--- config.mk ---
export PLATFORM = sky130hd
export DESIGN_NAME = sd_clkgen
export DESIGN_NICKNAME = d
export VERILOG_FILES = /design/src/rtl/sd_clkgen.sv
export SDC_FILE = /design/constraint.sdc
export NUM_CORES = 1
export LEC_CHECK = 0
export BUFFER_PORTS_ARGS = -buffer_cell sky130_fd_sc_hd__buf_2
export CAP_MARGIN = 30
export CELL_PAD_IN_SITES_DETAIL_PLACEMENT = 1
export CELL_PAD_IN_SITES_GLOBAL_PLACEMENT = 1
export CORE_MARGIN = 2
export CORE_UTILIZATION = 39
export DETAILED_ROUTE_END_ITERATION = 12
export MAX_ROUTING_LAYER = met4
export PLACE_DENSITY_LB_ADDON = 0.1
export SLEW_MARGIN = 20
export SYNTH_ARGS = -nofsm -noshare
export SYNTH_HDL_FRONTEND = slang
export SYNTH_SLANG_ARGS = --single-unit
--- constraint.sdc ---
create_clock -name clk -period 4.4 [get_ports clk]
set_clock_uncertainty 0.15 [all_clocks]
set_input_delay 0.44 -clock clk [delete_from_list [all_inputs] [get_ports clk]]
set_output_delay 0.44 -clock clk [all_outputs]
set_load 0.03 [all_outputs]
--- src/rtl/sd_clkgen.sv ---
// SD card clock generator: programmable divider, edge strobes, stop/hold and init burst.
// Optional hold support is compiled in with SD_CLKGEN_HOLD_EN; without it, hold is ignored.
module sd_clkgen #(
    parameter int DIV_W       = 8,
    parameter int DIV_RESET   = 124,
    parameter int INIT_CYCLES = 80
) (
    input  logic             clk,
    input  logic             reset_n,
    input  logic [DIV_W-1:0] div,
    input  logic             div_req,
    output logic             div_ack,
    input  logic             clk_en,
    input  logic             hold,
    input  logic             init_req,
    output logic             init_busy,
    output logic             sd_clk,
    output logic             sd_clk_rising,
    output logic             sd_clk_falling,
    output logic             clk_running
);

    localparam int ICNT_W = $clog2(INIT_CYCLES + 1);

    typedef enum logic [1:0] {
        ST_STOPPED = 2'd0,
        ST_RUN_LO  = 2'd1,
        ST_RUN_HI  = 2'd2
    } state_t;

    state_t             r_state, w_state_nxt;
    logic [DIV_W-1:0]   r_cnt, w_cnt_nxt;
    logic [DIV_W-1:0]   r_div_cur;
    logic               r_div_req_q;
    logic               r_div_ack;
    logic               r_sd_clk, w_sd_clk_nxt;
    logic               r_rise, w_rise_nxt;
    logic               r_fall, w_fall_nxt;
    logic               r_init_busy;
    logic [ICNT_W-1:0]  r_icnt;

    logic               w_hold;
    logic               w_run;
    logic               w_load;
    logic [DIV_W-1:0]   w_div_eff;

`ifdef SD_CLKGEN_HOLD_EN
    assign w_hold = hold;
`else
    // Hold is ignored in this build; the port stays so both builds share one pinout.
    assign w_hold = hold & 1'b0;
`endif

    assign w_run = (clk_en | r_init_busy) & ~w_hold;

    // A new divider only lands at the start of a low phase (or while stopped), so the
    // low phase that follows is timed entirely with the new value and never glitches.
    assign w_load    = (div_req != r_div_req_q) &&
                       ((r_state == ST_STOPPED) || ((r_state == ST_RUN_LO) && (r_cnt == '0)));
    assign w_div_eff = w_load ? div : r_div_cur;

    // NOTE: every variable is given a default first so no path leaves it unassigned (no latch).
    always_comb begin
        w_state_nxt  = r_state;
        w_cnt_nxt    = r_cnt;
        w_sd_clk_nxt = r_sd_clk;
        w_rise_nxt   = 1'b0;
        w_fall_nxt   = 1'b0;
        case (r_state)
            ST_STOPPED: begin
                w_cnt_nxt    = '0;
                w_sd_clk_nxt = 1'b0;
                if (w_run) w_state_nxt = ST_RUN_LO;
            end
            ST_RUN_LO: begin
                if (r_cnt == w_div_eff) begin
                    w_cnt_nxt = '0;
                    if (w_run) begin
                        w_sd_clk_nxt = 1'b1;
                        w_rise_nxt   = 1'b1;
                        w_state_nxt  = ST_RUN_HI;
                    end else begin
                        w_state_nxt  = ST_STOPPED;
                    end
                end else begin
                    w_cnt_nxt = r_cnt + 1'b1;
                end
            end
            ST_RUN_HI: begin
                // The high phase always completes; stopping is only decided at the end of low.
                if (r_cnt == r_div_cur) begin
                    w_cnt_nxt    = '0;
                    w_sd_clk_nxt = 1'b0;
                    w_fall_nxt   = 1'b1;
                    w_state_nxt  = ST_RUN_LO;
                end else begin
                    w_cnt_nxt = r_cnt + 1'b1;
                end
            end
            default: begin
                w_cnt_nxt    = '0;
                w_sd_clk_nxt = 1'b0;
                w_state_nxt  = ST_STOPPED;
            end
        endcase
    end

    // NOTE: state registers use non-blocking assignments so every flop samples pre-edge values.
    always_ff @(posedge clk or negedge reset_n) begin
        if (!reset_n) begin
            r_state     <= ST_STOPPED;
            r_cnt       <= '0;
            r_div_cur   <= DIV_W'(DIV_RESET);
            r_div_req_q <= 1'b0;
            r_div_ack   <= 1'b0;
            r_sd_clk    <= 1'b0;
            r_rise      <= 1'b0;
            r_fall      <= 1'b0;
            r_init_busy <= 1'b0;
            r_icnt      <= '0;
        end else begin
            r_state  <= w_state_nxt;
            r_cnt    <= w_cnt_nxt;
            r_sd_clk <= w_sd_clk_nxt;
            r_rise   <= w_rise_nxt;
            r_fall   <= w_fall_nxt;

            if (w_load) begin
                r_div_cur   <= div;
                r_div_req_q <= div_req;
                r_div_ack   <= ~r_div_ack;
            end

            // Burst progress advances on the rising strobe, so a hold simply pauses it.
            if (r_init_busy) begin
                if (r_rise) begin
                    r_icnt <= r_icnt - 1'b1;
                    if (r_icnt == ICNT_W'(1)) r_init_busy <= 1'b0;
                end
            end else if (init_req) begin
                r_init_busy <= 1'b1;
                r_icnt      <= ICNT_W'(INIT_CYCLES);
            end
        end
    end

    assign div_ack        = r_div_ack;
    assign init_busy      = r_init_busy;
    assign sd_clk         = r_sd_clk;
    assign sd_clk_rising  = r_rise;
    assign sd_clk_falling = r_fall;
    assign clk_running    = (r_state != ST_STOPPED);

endmodule
## Word level (Yosys, flattened, before mapping)

Cells that the tools add are included.

| word-level totals | value |
|---|---|
| input port bits | 14 |
| output and inout port bits | 6 |
| flip-flop bits (word level) | 31 |

| operators by class | value |
|---|---|
| $add $sub $neg | 2 |
| eq/ne operators | 11 |
| reductions and logical operators | 10 |
| bitwise operators | 2 |
| muxes and demuxes | 25 |

Operators with widths:

| operator | count |
|---|---|
| $mux W8 | 3 |
| $mux W7 | 3 |
| $eq A8 B8 Y1 | 2 |
| $pmux W8 S2 | 1 |
| $mux W1 | 12 |
| $add A8 B1 Y8 const B | 1 |
| $logic_not A8 Y1 | 1 |
| $mux W2 | 4 |
| $ne A2 B2 Y1 const B | 4 |
| $eq A7 B1 Y1 const B | 1 |
| $sub A7 B1 Y7 const B | 1 |
| $pmux W2 S3 | 1 |
| $reduce_and A3 Y1 | 2 |
| $reduce_bool A2 Y1 | 2 |
| $eq A2 B1 Y1 const B | 1 |
| $eq A2 B2 Y1 const B | 1 |
| $logic_and A1 B1 Y1 | 2 |
| $logic_not A2 Y1 | 1 |
| $ne A2 B1 Y1 const B | 1 |
| $pmux W1 S2 | 1 |
| $reduce_and A2 Y1 | 1 |
| $logic_or A1 B1 Y1 | 1 |
| $ne A1 B1 Y1 | 1 |
| $not A1 Y1 | 1 |
| $or A1 B1 Y1 | 1 |

## Depth between registers and ports, before layout

| logic depth | value |
|---|---|
| depth in word-level cells | 8 |
| depth in mapped cells | 8 |
| gate-level depth less buffers | 8 |

## Least setup slack after synthesis

No wires, ideal clock.

| timing | value |
|---|---|
| path kind | flip-flop to flip-flop |
| start | register r_state[1] |
| end | register r_cnt[0] |
| stages on the path, launching flop included | 9 |
| path slack | 2.017 ns |
| clock period less this slack | 2.383 ns |
| data arrival time | 2.098 ns |
| setup time | 0.135 ns |
| path buffers | 0 |
| required time | 4.115 ns |
| cell sequence | dfrtp_1 -> inv_1 -> ha_1 -> nor4b_4 -> and2_4 -> o311ai_2 -> or4_4 -> o21ai_2 -> a211oi_1 |

| on the way | value |
|---|---|
| cells in the longest elaborated chain, start to end | 8 |
| elaborated cells between the ends (all ways) | 10 |
| classes of those cells | eq/ne: 3; mux: 3; reduce/logical: 4 |

Ends and longest elaborated chain:

| element | line | text |
|---|---|---|
| start, declared | 31 | `state_t r_state, w_state_nxt;` |
| start signal, assigned | 122 | `r_state <= w_state_nxt;` |
| $eq A2 B1 Y1 | 59, 69 |  |
| $logic_and A1 B1 Y1 | 59 | `((r_state == ST_STOPPED) \|\| ((r_state == ST_RUN_LO) && (r_cnt == '0)));` |
| $logic_or A1 B1 Y1 | 59 |  |
| $logic_and A1 B1 Y1 | 58 | `assign w_load = (div_req != r_div_req_q) &&` |
| $mux W8 | n/a |  |
| $eq A8 B8 Y1 | 76 | `if (r_cnt == w_div_eff) begin` |
| $mux W8 | 76 |  |
| $pmux W8 S2 (*) | 69 | `case (r_state)` |
| named net w_cnt_nxt[0] | 32 | `logic [DIV_W-1:0] r_cnt, w_cnt_nxt;` |
| end signal, assigned | 123 | `r_cnt <= w_cnt_nxt;` |
| end, declared | 32 |  |

Mark *: on every way through the listed nets, which the timed path passes. The rest lies on a longest branch.
A chain may end at the register's enable or synchronous reset.

## Worst setup path after layout

| timing | value |
|---|---|
| start | register r_state[1] |
| end | register r_state[1] |

| on the way | value |
|---|---|
| cells in the longest elaborated chain, start to end | 8 |
| elaborated cells between the ends (all ways) | 13 |
| classes of those cells | eq/ne: 6; mux: 2; reduce/logical: 5 |

Ends and longest elaborated chain:

| element | line |
|---|---|
| $eq A2 B1 Y1 | 59, 69 |
| $logic_and A1 B1 Y1 | 59 |
| $logic_or A1 B1 Y1 | 59 |
| $logic_and A1 B1 Y1 | 58 |
| $mux W8 | n/a |
| $eq A8 B8 Y1 | 76 |
| $ne A2 B1 Y1 (no source line) | n/a |
| $reduce_and A3 Y1 (no source line) | n/a |

Several ways; a longest one is shown, not always the timed one.

==> impl_metrics.yaml <==
floorplanning:
  die_h_um: 76.3
  dieArea_um2: 5820
  rows: 26
  fp.coreArea_um2: 5070
  die-width_um: 76.3
  io_pins: 20
  initial_core_util_pct: 40.2
placement:
  post-dp-hpwl_mm: 3.52
  place_congestion: 0.845
  io_buffer_count: 18
  pre_cts_slack_ns: 1.67
  postPlaceCellArea_um2: 2160
yosys:
  synth-seq-area-share_pct: 38.4
  synthCells: 200
  synthFlopType: "dfrtp_1"
  synth_edf_count: 0
  syn-num-nets: 222
  syn_area_per_cell_um2: 10.2
  ys_ff_latch: 31
  syn_area_um2: 2040
  async_flop_share_pct: 100
  yosys_warnings: 0
  synthDistinctLibCells: 48
worst_setup_path:
  cp_cell_sequence: "inv_1 > ha_1 > nor4b_4 > and2_4 > o311ai_2 > nor4_1 > nand2_1 > a311o_1"
  cpLargestDelayFamily: "simple AND/OR/NAND/NOR gates"
  slowest_stage: "nor4_1"
  cp.buffers_inverters: 1
  path_max_fanout: 5
  required_ns: 4.41
  end_kind: "flop"
  critPathKind: "reg2reg"
  start_kind: "flop"
  cp_slowest_stage_delay_ns: 0.53
  crit_arrival_ns: 2.75
pwr:
  p_per_area_nw_per_um2: 686
  p_leak_nw: 0.955
  worst_ir_drop_vdd_mv: 0.329
global_route:
  grt_pass1_wl_mm: 7.83
  grt_pass1_vias: 1629
  antenna_found_initial: 0
  overflow: 0
  grt_start_max_net_pins: 32
  grt_use_total_pct: 17.4
routing:
  antenna_left: 0
  routed_wl_mm: 4.52
  first_pass_iters: 4
  drc: 0
  dr_total_vias: 1523
  drtIter0Drc: 36
  wl_per_cell_um: 15.6
  routed_via_density: 5.27
min_path:
  min_path_type: "in2async"
cts:
  cts_root_buf: "clkbuf_8"
  htreeDepth: 2
  post_cts_resized: 0
  ctsHoldBuffers: 0
  clkTransAtPathRegs_ns: 0.07
  cts_tree: "done"
  clock_path_buffers: 2
  cts_buffers: 5
  cts_num_sinks: 31
  post_cts_buffers: 0
  clk_latency_ns: 0.29
sta:
  relSlewSlack_pct: 52.6
  finalHoldViolCount: 0
  setup_slack_ns: 1.66
  final-setup-viol-count: 0
  max_freq_ghz: 0.365
  tightest_slew_ns: 0.711
  whs_ns: 0.0495
  fin_crit_sh_pct: 62.2
  rsz0062_at_grt: "false"
  maxSlewViolCount: 0
  period_minus_slack_ns: 2.74
  setup_tns_ns: 0
cells_and_area:
  drive_above_1_share_pct: 25.1
  mostFrequentLayoutCell: "dfrtp_1"
  fill_cells: 596
  synthToLayoutAreaGrowth_pct: 11.8
  final_cell_mix: "dfrtp_1 (26), buf_2 (18), xor2_1 (16), nand2_1 (16), inv_1 (14)"
  nets: 240
  diodes: 0
  final_area_um2: 2280
outcome:
  status: "finished clean"
flow_run:
  maxCapViolCount: 0
metrics by stage:
step           total power, mW  util (%)  instances
3_5_place_dp              1.29      42.6        281
6_report                  1.56      44.9        289
2_1_floorplan             1.09         -        200
5_1_grt                   1.69      44.9        289
3_3_place_gp              1.25      42.6        281
4_1_cts                   1.59      44.9        289
path summary, 6_finish.rpt:
kind,start,endpoint,slack [ns],depth (start not counted)
setup / recovery,r_state[1]$_DFFE_PN0P_,r_state[1]$_DFFE_PN0P_,1.66,8
hold / removal,reset_n,init_busy$_DFF_PN0_,0.05,1
setup reg to reg,r_state[1]$_DFFE_PN0P_,r_state[1]$_DFFE_PN0P_,1.66,8
hold reg to reg,div_ack$_DFFE_PN0N_,div_ack$_DFFE_PN0N_,0.32,1
max in group asynchronous,reset_n,r_state[1]$_DFFE_PN0P_,3.59,1
min in group clk,init_req,r_icnt[0]$_DFFE_PN0P_,0.25,2
synthesized netlist by cell type (all sizes together), types with 2 or more instances:
cell    instances  area, µm²
a211oi          9       67.6
a21oi           3       15.0
a311oi          2       17.5
a31oi           2       12.5
buf             6       51.3
dfrtp          26        651
dfstp           5        131
ha              8        100
inv            14       52.6
mux2            9        101
nand2          16       60.1
nand2b          8       50.1
nand3           5       25.0
nand4           3       18.8
nor2           13       51.3
nor2b           6       40.0
nor3            6       35.0
nor4            6       43.8
nor4b           2       47.6
o21a            2       16.3
o21ai           5       28.8
o311ai          3       33.8
o31ai           2       28.8
or4             2       22.5
xnor2          11       96.3
xor2           16        140
per-layer routing:
| metal | vias up | part of all wire [%] | track usage (%) | wire length [µm] |
|---|---|---|---|---|
| met1 | 751 | 44 | 19.6 | 1990 |
| met2 | 27 | 51 | 30.9 | 2320 |
| met5 | - | 0 | - | 0 |
| met4 | 0 | 1.0 | 4.91 | 47 |
| li1 | 739 | - | - | - |
| met3 | 6 | 3.5 | 3.79 | 156 |
flip-flops by register name, summed over array words and instances, names as in the netlist:
name	count
sd_clk	1
r_cnt	8
div_ack	1
r_div_req_q	1
sd_clk_rising	1
sd_clk_falling	1
r_icnt	7
r_div_cur	8
r_state	2
init_busy	1
layout make-up:
| type | count | area (µm²) | area share (%) |
|---|---|---|---|
| inverters | 14 | 52.6 | 2.31 |
| well taps | 70 | 87.6 | 3.84 |
| multi-input cells | 148 | 1150 | 50.4 |
| flip-flops and latches | 31 | 782 | 34.3 |
| clock inverters | 2 | 35.0 | 1.54 |
| repair buffers | 18 | 90.1 | 3.95 |
| clock buffers | 6 | 82.6 | 3.62 |
cell families after synthesis:
logic type | Yosys count | share of synthesized area (%)
AND/OR/NAND/NOR | 70 | 20.4
flip-flops | 31 | 38.4
adder cells (fa/ha/maj) | 8 | 4.91
buffers and inverters | 21 | 5.28
AO/OA/AOI/OAI | 33 | 13.9
multiplexers | 10 | 5.46
XOR/XNOR | 27 | 11.6
power breakdown:
| part | total, mW | internal, mW | switching (mW) |
|---|---|---|---|
| clock network | 0.292 | 0.183 | 0.109 |
| registers | 0.504 | 0.405 | 0.0985 |
| logic | 0.766 | 0.325 | 0.441 |
(Power assumes the default switching activity.)
